## src/rtl/uart_host_link.sv

```systemverilog
// Host end of a UART link: sends one 8N1 frame, receives one 8N1 reply and
// compares the reply against the expected byte.
module uart_host_link #(
  parameter int unsigned CLKS_PER_BIT = 5208,
  parameter int unsigned TIMEOUT_CLKS = 1000000
) (
  input  logic       CLK,
  input  logic       RST,
  input  logic       start,
  input  logic [7:0] tx_byte,
  input  logic [7:0] expect_byte,
  output logic       utx,
  input  logic       urx,
  output logic       busy,
  output logic       done,
  output logic       pass,
  output logic [7:0] rx_byte,
  output logic       frame_err,
  output logic       timeout_err
);

  localparam int unsigned BIT_W     = (CLKS_PER_BIT > 1) ? $clog2(CLKS_PER_BIT) : 1;
  localparam int unsigned TO_W      = (TIMEOUT_CLKS > 1) ? $clog2(TIMEOUT_CLKS) : 1;
  localparam int unsigned HALF_CLKS = (CLKS_PER_BIT / 2 > 0) ? CLKS_PER_BIT / 2 : 1;

  localparam logic [BIT_W-1:0] BIT_LAST  = BIT_W'(CLKS_PER_BIT - 1);
  localparam logic [BIT_W-1:0] HALF_LAST = BIT_W'(HALF_CLKS - 1);
  localparam logic [TO_W-1:0]  TO_LAST   = TO_W'(TIMEOUT_CLKS - 1);

  typedef enum logic [3:0] {
    IDLE, TX_START, TX_DATA, TX_STOP, WAIT_RX, RX_START, RX_DATA, RX_STOP, DONE
  } state_t;

  state_t           state;
  logic [BIT_W-1:0] bit_cnt;
  logic [2:0]       bit_idx;
  logic [TO_W-1:0]  to_cnt;
  logic [7:0]       tx_shift;
  logic [7:0]       exp_q;
  logic             rx_meta;
  logic             rx_sync;
  logic             bit_done;
  logic [TO_W-1:0]  to_next;

  assign bit_done = (bit_cnt == BIT_LAST);
  // Timeout count saturates so a false start near the end cannot wrap it.
  assign to_next  = (to_cnt == TO_LAST) ? to_cnt : to_cnt + TO_W'(1);

  always_ff @(posedge CLK or posedge RST) begin
    if (RST) begin
      state       <= IDLE;
      bit_cnt     <= '0;
      bit_idx     <= '0;
      to_cnt      <= '0;
      tx_shift    <= '0;
      exp_q       <= '0;
      rx_meta     <= 1'b1;
      rx_sync     <= 1'b1;
      utx         <= 1'b1;
      busy        <= 1'b0;
      done        <= 1'b0;
      pass        <= 1'b0;
      rx_byte     <= '0;
      frame_err   <= 1'b0;
      timeout_err <= 1'b0;
    end else begin
      rx_meta <= urx;
      rx_sync <= rx_meta;
      done    <= 1'b0;
      case (state)
        IDLE: begin
          if (start) begin
            tx_shift    <= tx_byte;
            exp_q       <= expect_byte;
            frame_err   <= 1'b0;
            timeout_err <= 1'b0;
            pass        <= 1'b0;
            busy        <= 1'b1;
            utx         <= 1'b0;
            bit_cnt     <= '0;
            state       <= TX_START;
          end
        end
        TX_START: begin
          if (bit_done) begin
            bit_cnt <= '0;
            bit_idx <= '0;
            utx     <= tx_shift[0];
            state   <= TX_DATA;
          end else begin
            bit_cnt <= bit_cnt + BIT_W'(1);
          end
        end
        TX_DATA: begin
          if (bit_done) begin
            bit_cnt <= '0;
            if (bit_idx == 3'd7) begin
              utx   <= 1'b1;
              state <= TX_STOP;
            end else begin
              bit_idx  <= bit_idx + 3'd1;
              tx_shift <= {1'b0, tx_shift[7:1]};
              utx      <= tx_shift[1];
            end
          end else begin
            bit_cnt <= bit_cnt + BIT_W'(1);
          end
        end
        TX_STOP: begin
          if (bit_done) begin
            bit_cnt <= '0;
            to_cnt  <= '0;
            state   <= WAIT_RX;
          end else begin
            bit_cnt <= bit_cnt + BIT_W'(1);
          end
        end
        WAIT_RX: begin
          if (!rx_sync) begin
            bit_cnt <= '0;
            to_cnt  <= to_next;
            state   <= RX_START;
          end else if (to_cnt == TO_LAST) begin
            timeout_err <= 1'b1;
            pass        <= 1'b0;
            done        <= 1'b1;
            state       <= DONE;
          end else begin
            to_cnt <= to_next;
          end
        end
        RX_START: begin
          // Timeout window keeps running so a rejected glitch does not extend it.
          to_cnt <= to_next;
          if (bit_cnt == HALF_LAST) begin
            bit_cnt <= '0;
            if (rx_sync) begin
              state <= WAIT_RX;
            end else begin
              bit_idx <= '0;
              state   <= RX_DATA;
            end
          end else begin
            bit_cnt <= bit_cnt + BIT_W'(1);
          end
        end
        RX_DATA: begin
          if (bit_done) begin
            bit_cnt <= '0;
            rx_byte <= {rx_sync, rx_byte[7:1]};
            if (bit_idx == 3'd7) begin
              state <= RX_STOP;
            end else begin
              bit_idx <= bit_idx + 3'd1;
            end
          end else begin
            bit_cnt <= bit_cnt + BIT_W'(1);
          end
        end
        RX_STOP: begin
          if (bit_done) begin
            bit_cnt   <= '0;
            frame_err <= ~rx_sync;
            pass      <= rx_sync & (rx_byte == exp_q);
            done      <= 1'b1;
            state     <= DONE;
          end else begin
            bit_cnt <= bit_cnt + BIT_W'(1);
          end
        end
        DONE: begin
          busy  <= 1'b0;
          state <= IDLE;
        end
        default: state <= IDLE;
      endcase
    end
  end

endmodule
```

## config.mk

```make
export PLATFORM = sky130hd
export DESIGN_NAME = uart_host_link
export DESIGN_NICKNAME = d
export VERILOG_FILES = /design/src/rtl/uart_host_link.sv
export SDC_FILE = /design/constraint.sdc
export NUM_CORES = 1
export LEC_CHECK = 0
export ABC_AREA = 1
export CAP_MARGIN = 25
export CORE_MARGIN = 2
export CORE_UTILIZATION = 50
export DETAILED_ROUTE_END_ITERATION = 10
export GPL_TIMING_DRIVEN = 0
export PLACE_DENSITY = 0.79
export REMOVE_ABC_BUFFERS = 1
export SYNTH_ARGS = -nofsm -noshare
export SYNTH_HDL_FRONTEND = slang
export SYNTH_SLANG_ARGS = --single-unit
```

## constraint.sdc

```tcl
create_clock -name CLK -period 2.4 [get_ports CLK]
set_input_delay 0.24 -clock CLK [delete_from_list [all_inputs] [get_ports CLK]]
set_output_delay 0.24 -clock CLK [all_outputs]
set_load 0.02 [all_outputs]
```

==> results of run 1 <==
[final timing paths]
kind                       startpoint           to  slack (ns)  cells after the start
hold / removal                    urx      rx_meta        0.30                      1
max in group asynchronous         RST  bit_cnt[10]        1.41                      2
setup reg to reg            to_cnt[0]   to_cnt[19]        0.28                     11
hold reg to reg               rx_meta      rx_sync        0.36                      0
setup / recovery            to_cnt[0]   to_cnt[19]        0.28                     11
min in group asynchronous         RST    to_cnt[7]        0.42                      2
[cell usage after synthesis, drive strengths merged (4+ instances only)]
cell,number,share of area (%)
inv,63,5.4
dfrtp,69,40
nand4,11,1.6
a21oi,13,1.8
nand3,46,6.0
nor3,12,1.5
ha,4,1.1
or2,5,0.72
mux2,8,2.1
xnor2,8,1.6
nand2,206,18
o21ai,25,2.9
xor2,8,1.6
nor2,99,10
buf,9,1.8
a31oi,5,0.72
[state kept, by name (all words and copies together), names as in the netlist]
| name | count |
|---|---|
| to_cnt | 20 |
| rx_byte | 8 |
| busy | 1 |
| exp_q | 8 |
| utx | 1 |
| pass | 1 |
| timeout_err | 1 |
| tx_shift | 8 |
| bit_cnt | 13 |
| rx_sync | 1 |
| rx_meta | 1 |
| bit_idx | 3 |
| done | 1 |
| state | 4 |
| frame_err | 1 |
[cells in the final DEF (no fill, tap or decap)]
| cell | netlist | layout |
|---|---|---|
| a211oi_1 | 1 | 1 |
| a211oi_2 | 1 | 1 |
| a21oi_1 | 11 | 11 |
| a21oi_2 | 1 | 1 |
| a21oi_4 | 1 | 1 |
| a31oi_1 | 5 | 5 |
| bufinv_16 | 0 | 3 |
| clkbuf_8 | 0 | 9 |
| clkdlybuf4s50_1 | 0 | 33 |
| clkinv_2 | 0 | 1 |
| clkinv_4 | 0 | 2 |
| clkinvlp_4 | 0 | 1 |
| dfrtp_1 | 69 | 69 |
| dfstp_2 | 3 | 3 |
| ha_1 | 4 | 4 |
| inv_1 | 56 | 55 |
| inv_2 | 7 | 7 |
| inv_4 | 0 | 1 |
| mux2_2 | 8 | 8 |
| nand2_1 | 199 | 199 |
| nand2_2 | 6 | 6 |
| nand2_4 | 1 | 1 |
| nand3_1 | 43 | 43 |
| nand3_2 | 1 | 1 |
| nand3_4 | 2 | 2 |
| nand4_1 | 11 | 11 |
| nor2_1 | 84 | 84 |
| nor2_2 | 9 | 9 |
| nor2_4 | 6 | 6 |
| nor3_1 | 11 | 11 |
| nor3_2 | 1 | 1 |
| o211ai_1 | 2 | 2 |
| o21a_1 | 1 | 1 |
| o21ai_0 | 19 | 19 |
| o21ai_1 | 6 | 6 |
| o221ai_1 | 1 | 1 |
| o22ai_1 | 2 | 2 |
| or2_2 | 5 | 5 |
| xnor2_1 | 8 | 8 |
| xor2_1 | 8 | 8 |
[cells by family (layout without fill, tap and decap cells)]
kind of cell	Yosys count	in the layout	share of synthesized area, %
buffers and inverters	74	112	7.36
flip-flops	72	72	41.3
XOR/XNOR	16	16	3.21
adder cells (fa/ha/maj)	4	4	1.15
AO/OA/AOI/OAI	51	51	6.87
multiplexers	8	8	2.06
AND/OR/NAND/NOR	379	379	38.0
[worst register-to-register path, stage by stage (launching register included)]
cell     delay, ns
dfrtp_1       0.47
ha_1          0.31
nand2_1       0.09
nor2_1        0.14
nand3_1       0.14
nor2_4        0.18
nand2_1       0.11
nand2_2       0.09
inv_1         0.05
nand2_2       0.30
nand2_1       0.10
nand2_1       0.08
[layout make-up]
cell class / instances / area (um^2) / share of cell area [%]
Multi-Input combinational cell: 458 / 2240 / 44.9
Clock buffer: 9 / 124 / 2.48
Timing Repair Buffer: 33 / 330 / 6.61
Tap cell: 108 / 135 / 2.71
Clock inverter: 7 / 120 / 2.40
Sequential cell: 72 / 1810 / 36.1
Inverter: 63 / 239 / 4.78
[through the flow]
stage | std cells | cell area (um^2) | TNS [ns] | setup slack (ns)
after floorplan | 593 | 4280 | 0 | 0.340
after global routing | 750 | 4990 | 0 | 0.0255
after global placement | 734 | 4750 | -59.55 | -0.859
final | 750 | 4990 | 0 | 0.276
after detailed placement | 734 | 4750 | 0 | 0.302
after CTS | 750 | 4990 | 0 | 0.278
[metal layers]
metal / global-route usage (%) / vias up
met2: 34.1 / 71
met4: 6.41 / 0
met5: 0 / -
met1: 28.4 / 1800
met3: 3.81 / 13
li1: - / 1985
[power by group]
part	switching [mW]	total, mW	internal [mW]
Combinational	1.10	1.70	0.606
Clock	0.489	1.18	0.692
Sequential	0.197	1.66	1.46
Total	1.78	4.55	2.76
==> run_results.csv, run 1 <==
group,metric,value,unit
run_status,status,"finished clean",
setup_path,max_stage_delay,0.47,ns
die,rows,34,
timing,whs,0.298,ns
grt,grt_max_degree,73,
setup_path,timing.critical_path.buf_inv,1,
grt,grt_pass1_vias,3740,
power,power_per_cell_area,910,nW/um^2
synthesis,async_flop_share,100,%
timing,worstMarginPinSlew,0.871,ns
power,power.total,4.55,mW
timing,drv_slew,0,
cells_and_area,finish.utilization,58.1,%
clock_tree,post-cts-setup-buffers,0,
detailed_routing,wl_met2,4340,um
setup_path,critPathSlowestCell,"dfrtp_1",
timing,fmax,471,MHz
clock_tree,postCtsHoldBufs,0,
synthesis,syn_avg_cell_area,7.23,um^2
clock_tree,path_clk_slew,0.08,ns
setup_path,cp.arrival,2.41,ns
grt,antenna_found_initial,0,
setup_path,cp_common_cell,"nand2_1",
setup_path,crit_family,"simple AND/OR/NAND/NOR gates",
clock_tree,cts-buffers-inserted,9,
cells_and_area,areaGrowthSynthToFinish,14.4,%
cells_and_area,num_antenna_cells,0,
setup_path,end_kind,"register",
timing,rsz0062_at_grt,"no",
synthesis,synth_seq_area_share,41.3,%
timing,setup_viol,0,
detailed_routing,drtAntennaViolNets,0,
die,die_x,97.5,um
setup_path,crit_type,"reg2reg",
setup_path,startpoint_type,"register",
power,leakagePower,2.22,nW
detailed_routing,post_drt_wl_per_cell,12.6,um
grt,overflow,0,
detailed_routing,drt_iter0_markers,214,
power,ir_drop,0.406,mV
clock_tree,cts_resized,0,
clock_tree,tritoncts,"done",
detailed_routing,drtPass1Iterations,4,
synthesis,ys_warn_count,0,
grt,grt_pass1_wl,16500,um
synthesis,postSynthCellCount,604,
die,core-area,8590,um^2
detailed_routing,wl,9440,um
synthesis,synth-edff-count,0,
synthesis,synth_flop_cell,"dfrtp_1",
timing,skew,0.0156,ns
hold_path,hold_class,"in2reg",
die,die_h,97.5,um
timing,max_slew_margin,41.9,%
die,die_area,9500,um^2
detailed_routing,wl_met1,4620,um
cells_and_area,nFillCells,812,
die,start_util,50.8,%
detailed_routing,route.met3.wl,357,um
timing,period_minus_slack,2.12,ns
setup_path,crit_required,2.68,ns
place,place_congestion,0.912,
cells_and_area,nets,661,
setup_path,critPathMaxFanout,20,
timing,finalHoldViolCount,0,
synthesis,synth.distinct_cells,37,
detailed_routing,num_vias,3869,
clock_tree,clock-sinks,72,
clock_tree,root_buffer,"clkbuf_8",
clock_tree,clockBufferDepth,2,
clock_tree,clk_latency,0.36,ns
detailed_routing,drc,0,
synthesis,synth_area,4370,um^2
run,drv_cap,0,
timing,period_share,88.5,%
die,num_io_pins,34,
cells_and_area,layout-drive-gt1-share,10.7,%
place,io_buffers,33,
synthesis,ys_seq_elements,72,
detailed_routing,vias_per_cell,5.16,
clock_tree,h-tree-depth,3,
place,dp_hpwl,6860,um
grt,track_usage,20.9,%
detailed_routing,routed.top_layer,"met4",
setup_path,cp_cell_sequence,"ha_1 > nand2_1 > nor2_1 > nand3_1 > nor2_4 > nand2_1 > nand2_2 > inv_1 > nand2_2 > nand2_1 > nand2_1",
Power figures use the tool's default switching activity.
==> inputs of run 2 (changes only) <==
Settings changed: ABC_AREA 1 to default, PLACE_DENSITY 0.79 to 0.8, SKIP_CTS_REPAIR_TIMING from default to 1.
==> run_results.csv, run 2 <==
group,metric,value,unit
synthesis,synth_xor_xnor_area_share,3.16,%
place,place_congestion,0.877,
power,power_per_cell_area,488,nW/um^2
grt,grt_pass1_wl,13700,um
setup_path,end_kind,"register",
timing,drv_slew,0,
timing,worstMarginPinSlew,1.02,ns
clock_tree,clock-sinks,72,
place,io_buffers,33,
synthesis,yosysTopAreaCell,"dfrtp_1",
grt,track_usage,20.2,%
clock_tree,h-tree-depth,3,
synthesis,synth_seq_area_share,46.6,%
power,clkPwrFrac,40.0,%
timing,whs,0.291,ns
power,leakagePower,2.01,nW
power,swShare,24.0,%
timing,rsz0062_at_grt,"no",
hold_path,hold_class,"in2reg",
detailed_routing,drc,0,
detailed_routing,drt_iter0_markers,239,
cells_and_area,finish.utilization,59.8,%
cells_and_area,largest_register_ffs,20,
grt,grt_max_degree,73,
setup_path,crit_required,2.64,ns
detailed_routing,num_vias,3143,
synthesis,synth_flop_cell,"dfrtp_1",
clock_tree,cts-buffers-inserted,9,
synthesis,synth-edff-count,0,
synthesis,ys_warn_count,0,
cells_and_area,num_antenna_cells,0,
synthesis,synth_compound_area_share,13.8,%
cells_and_area,top_register,"to_cnt",
clock_tree,path_clk_slew,0.08,ns
die,die_area,8470,um^2
timing,finalHoldViolCount,0,
cells_and_area,reg_top3,"to_cnt x20, bit_cnt x13",
run,drv_cap,0,
die,die_x,92.0,um
synthesis,synth.top_cell.area_share,44.5,%
cells_and_area,layout-drive-gt1-share,18.4,%
cells_and_area,areaGrowthSynthToFinish,17.4,%
synthesis,async_flop_share,100,%
cells_and_area,final_common_cell,"dfrtp_1",
synthesis,postSynthCellCount,379,
synthesis,synth_top_family_by_area,"simple AND/OR/NAND/NOR gates",
timing,skew,0.0104,ns
synthesis,synth-adder-area-share,1.29,%
synthesis,syn_avg_cell_area,10.2,um^2
power,p_sw,533,uW
synthesis,synth_area_leaders,"dfrtp_1, mux2_2, nand2_1",
power,p_int,1.69,mW
synthesis,ys_seq_elements,72,
clock_tree,root_buffer,"clkbuf_8",
power,seqPwrFrac,55.8,%
synthesis,synth.distinct_cells,58,
detailed_routing,wl,8280,um
die,core-area,7610,um^2
cells_and_area,fin_cells,521,
synthesis,synth_area,3880,um^2
place,dp_cells,499,
synthesis,synthSimpleGateAreaFrac,19.9,%
grt,grt_pass1_vias,2971,
setup_path,crit_type,"reg2reg",
detailed_routing,drtPass1Iterations,5,
grt,antenna_found_initial,0,
cells_and_area,nets,438,
die,die_h,92.0,um
cells_and_area,final_cell_mix,"dfrtp_1, clkdlybuf4s50_1, nand2_1, mux2_2, nor2_1",
die,num_io_pins,34,
timing,period_minus_slack,2.30,ns
synthesis,synth.most_common_cell,"dfrtp_1",
clock_tree,clockBufferDepth,2,
power,ir_drop,0.372,mV
power,power.total,2.22,mW
die,rows,32,
die,start_util,51.0,%
timing,setup_viol,0,
power,pwr-share-comb,4.2,%
clock_tree,clk_latency,0.35,ns
timing,period_share,96.0,%
detailed_routing,vias_per_cell,6.03,
setup_path,startpoint_type,"register",
synthesis,synth_commonest_cells,"dfrtp_1, nand2_1, mux2_2, nor2_1, a21oi_1",
detailed_routing,post_drt_wl_per_cell,15.9,um
timing,max_slew_margin,31.5,%
detailed_routing,drtAntennaViolNets,0,
run_status,status,"finished clean",
setup_path,cp.arrival,2.54,ns
clock_tree,tritoncts,"done",
timing,fmax,434,MHz
place,dp_hpwl,5470,um
timing,setup_tns,0,ns
setup_path,critPathMaxFanout,8,
grt,overflow,0,
synthesis,synth_mux_area_share,12.0,%
-- run 2: cell count changes after synthesis, sizes merged, moves of 7 or more --
cell    previous run  this run
clkbuf             2        10
nand2b             0         7
o21ai             25        16
nand2            206        30
mux2               8        32
nor2              99        24
nand3             46        18
inv               63        12
mux2i              0         8
and3               0         8
-- run 2: cell type report --
class / instances / area, um^2
fill: 645 / 3060
clock buffer: 10 / 138
multi-input combinational: 278 / 2000
timing repair buffer: 41 / 388
sequential: 72 / 1810
clock inverter: 6 / 42.5
tap: 102 / 128
inverter: 12 / 47.5
-- run 2: power by group through the flow --
stage / Combinational, mW / Clock [mW] / Sequential [mW]
2_1_floorplan: 0.0489 / 0 / 1.26
3_3_place_gp: 0.0931 / 0 / 1.26
3_5_place_dp: 0.0956 / 0 / 1.26
4_1_cts: 0.0961 / 0.914 / 1.24
5_1_grt: 0.104 / 0.965 / 1.24
6_report: 0.0927 / 0.889 / 1.24
-- run 2: path summary, 6_finish.rpt --
| check | start | to | slack, ns | cells past startpoint |
|---|---|---|---|---|
| max in group asynchronous | RST | bit_cnt[0] | 1.38 | 2 |
| setup reg to reg | bit_cnt[1] | tx_shift[5] | 0.1 | 6 |
| hold reg to reg | rx_meta | rx_sync | 0.36 | 0 |
| setup / recovery | bit_cnt[1] | tx_shift[5] | 0.1 | 6 |
| min in group asynchronous | RST | to_cnt[4] | 0.43 | 2 |
| hold / removal | urx | rx_meta | 0.29 | 1 |
-- run 2: per-layer routing --
layer	global-route usage, %	vias up	share of wire (%)
met3	6.16	13	5.4
met5	0	-	0
li1	-	1476	-
met4	5.72	0	1.2
met2	33.8	114	50
met1	25.3	1540	44
-- run 2: kinds of logic (layout without fill, tap and decap cells) --
family | Yosys count | count (layout)
buffers and inverters | 29 | 69
XOR/XNOR | 14 | 14
flip-flops | 72 | 72
adder cells (fa/ha/maj) | 4 | 4
AND/OR/NAND/NOR | 141 | 141
AO/OA/AOI/OAI | 79 | 79
multiplexers | 40 | 40
-- run 2: stage by stage --
stage,setup WS [ns],instance area (um^2)
2_1_floorplan,0.0648,3800
6_report,0.0955,4550
3_3_place_gp,-1.00,4250
5_1_grt,0.00213,4550
3_5_place_dp,-0.219,4280
4_1_cts,-0.264,4460
-- run 2: critical path, cell delays in order, from the launching register on --
cell,delay [ns]
dfrtp_1,0.43
ha_4,0.18
nor3b_4,0.22
and4_4,0.29
a31oi_1,0.10
or4_4,0.65
mux2_4,0.33
==> inputs of run 3 (changes only) <==
Settings changed: CTS_CLUSTER_DIAMETER from default to 150.
==> results of run 3 <==
Final layout, timing and power as in run 2 (identical DEF).
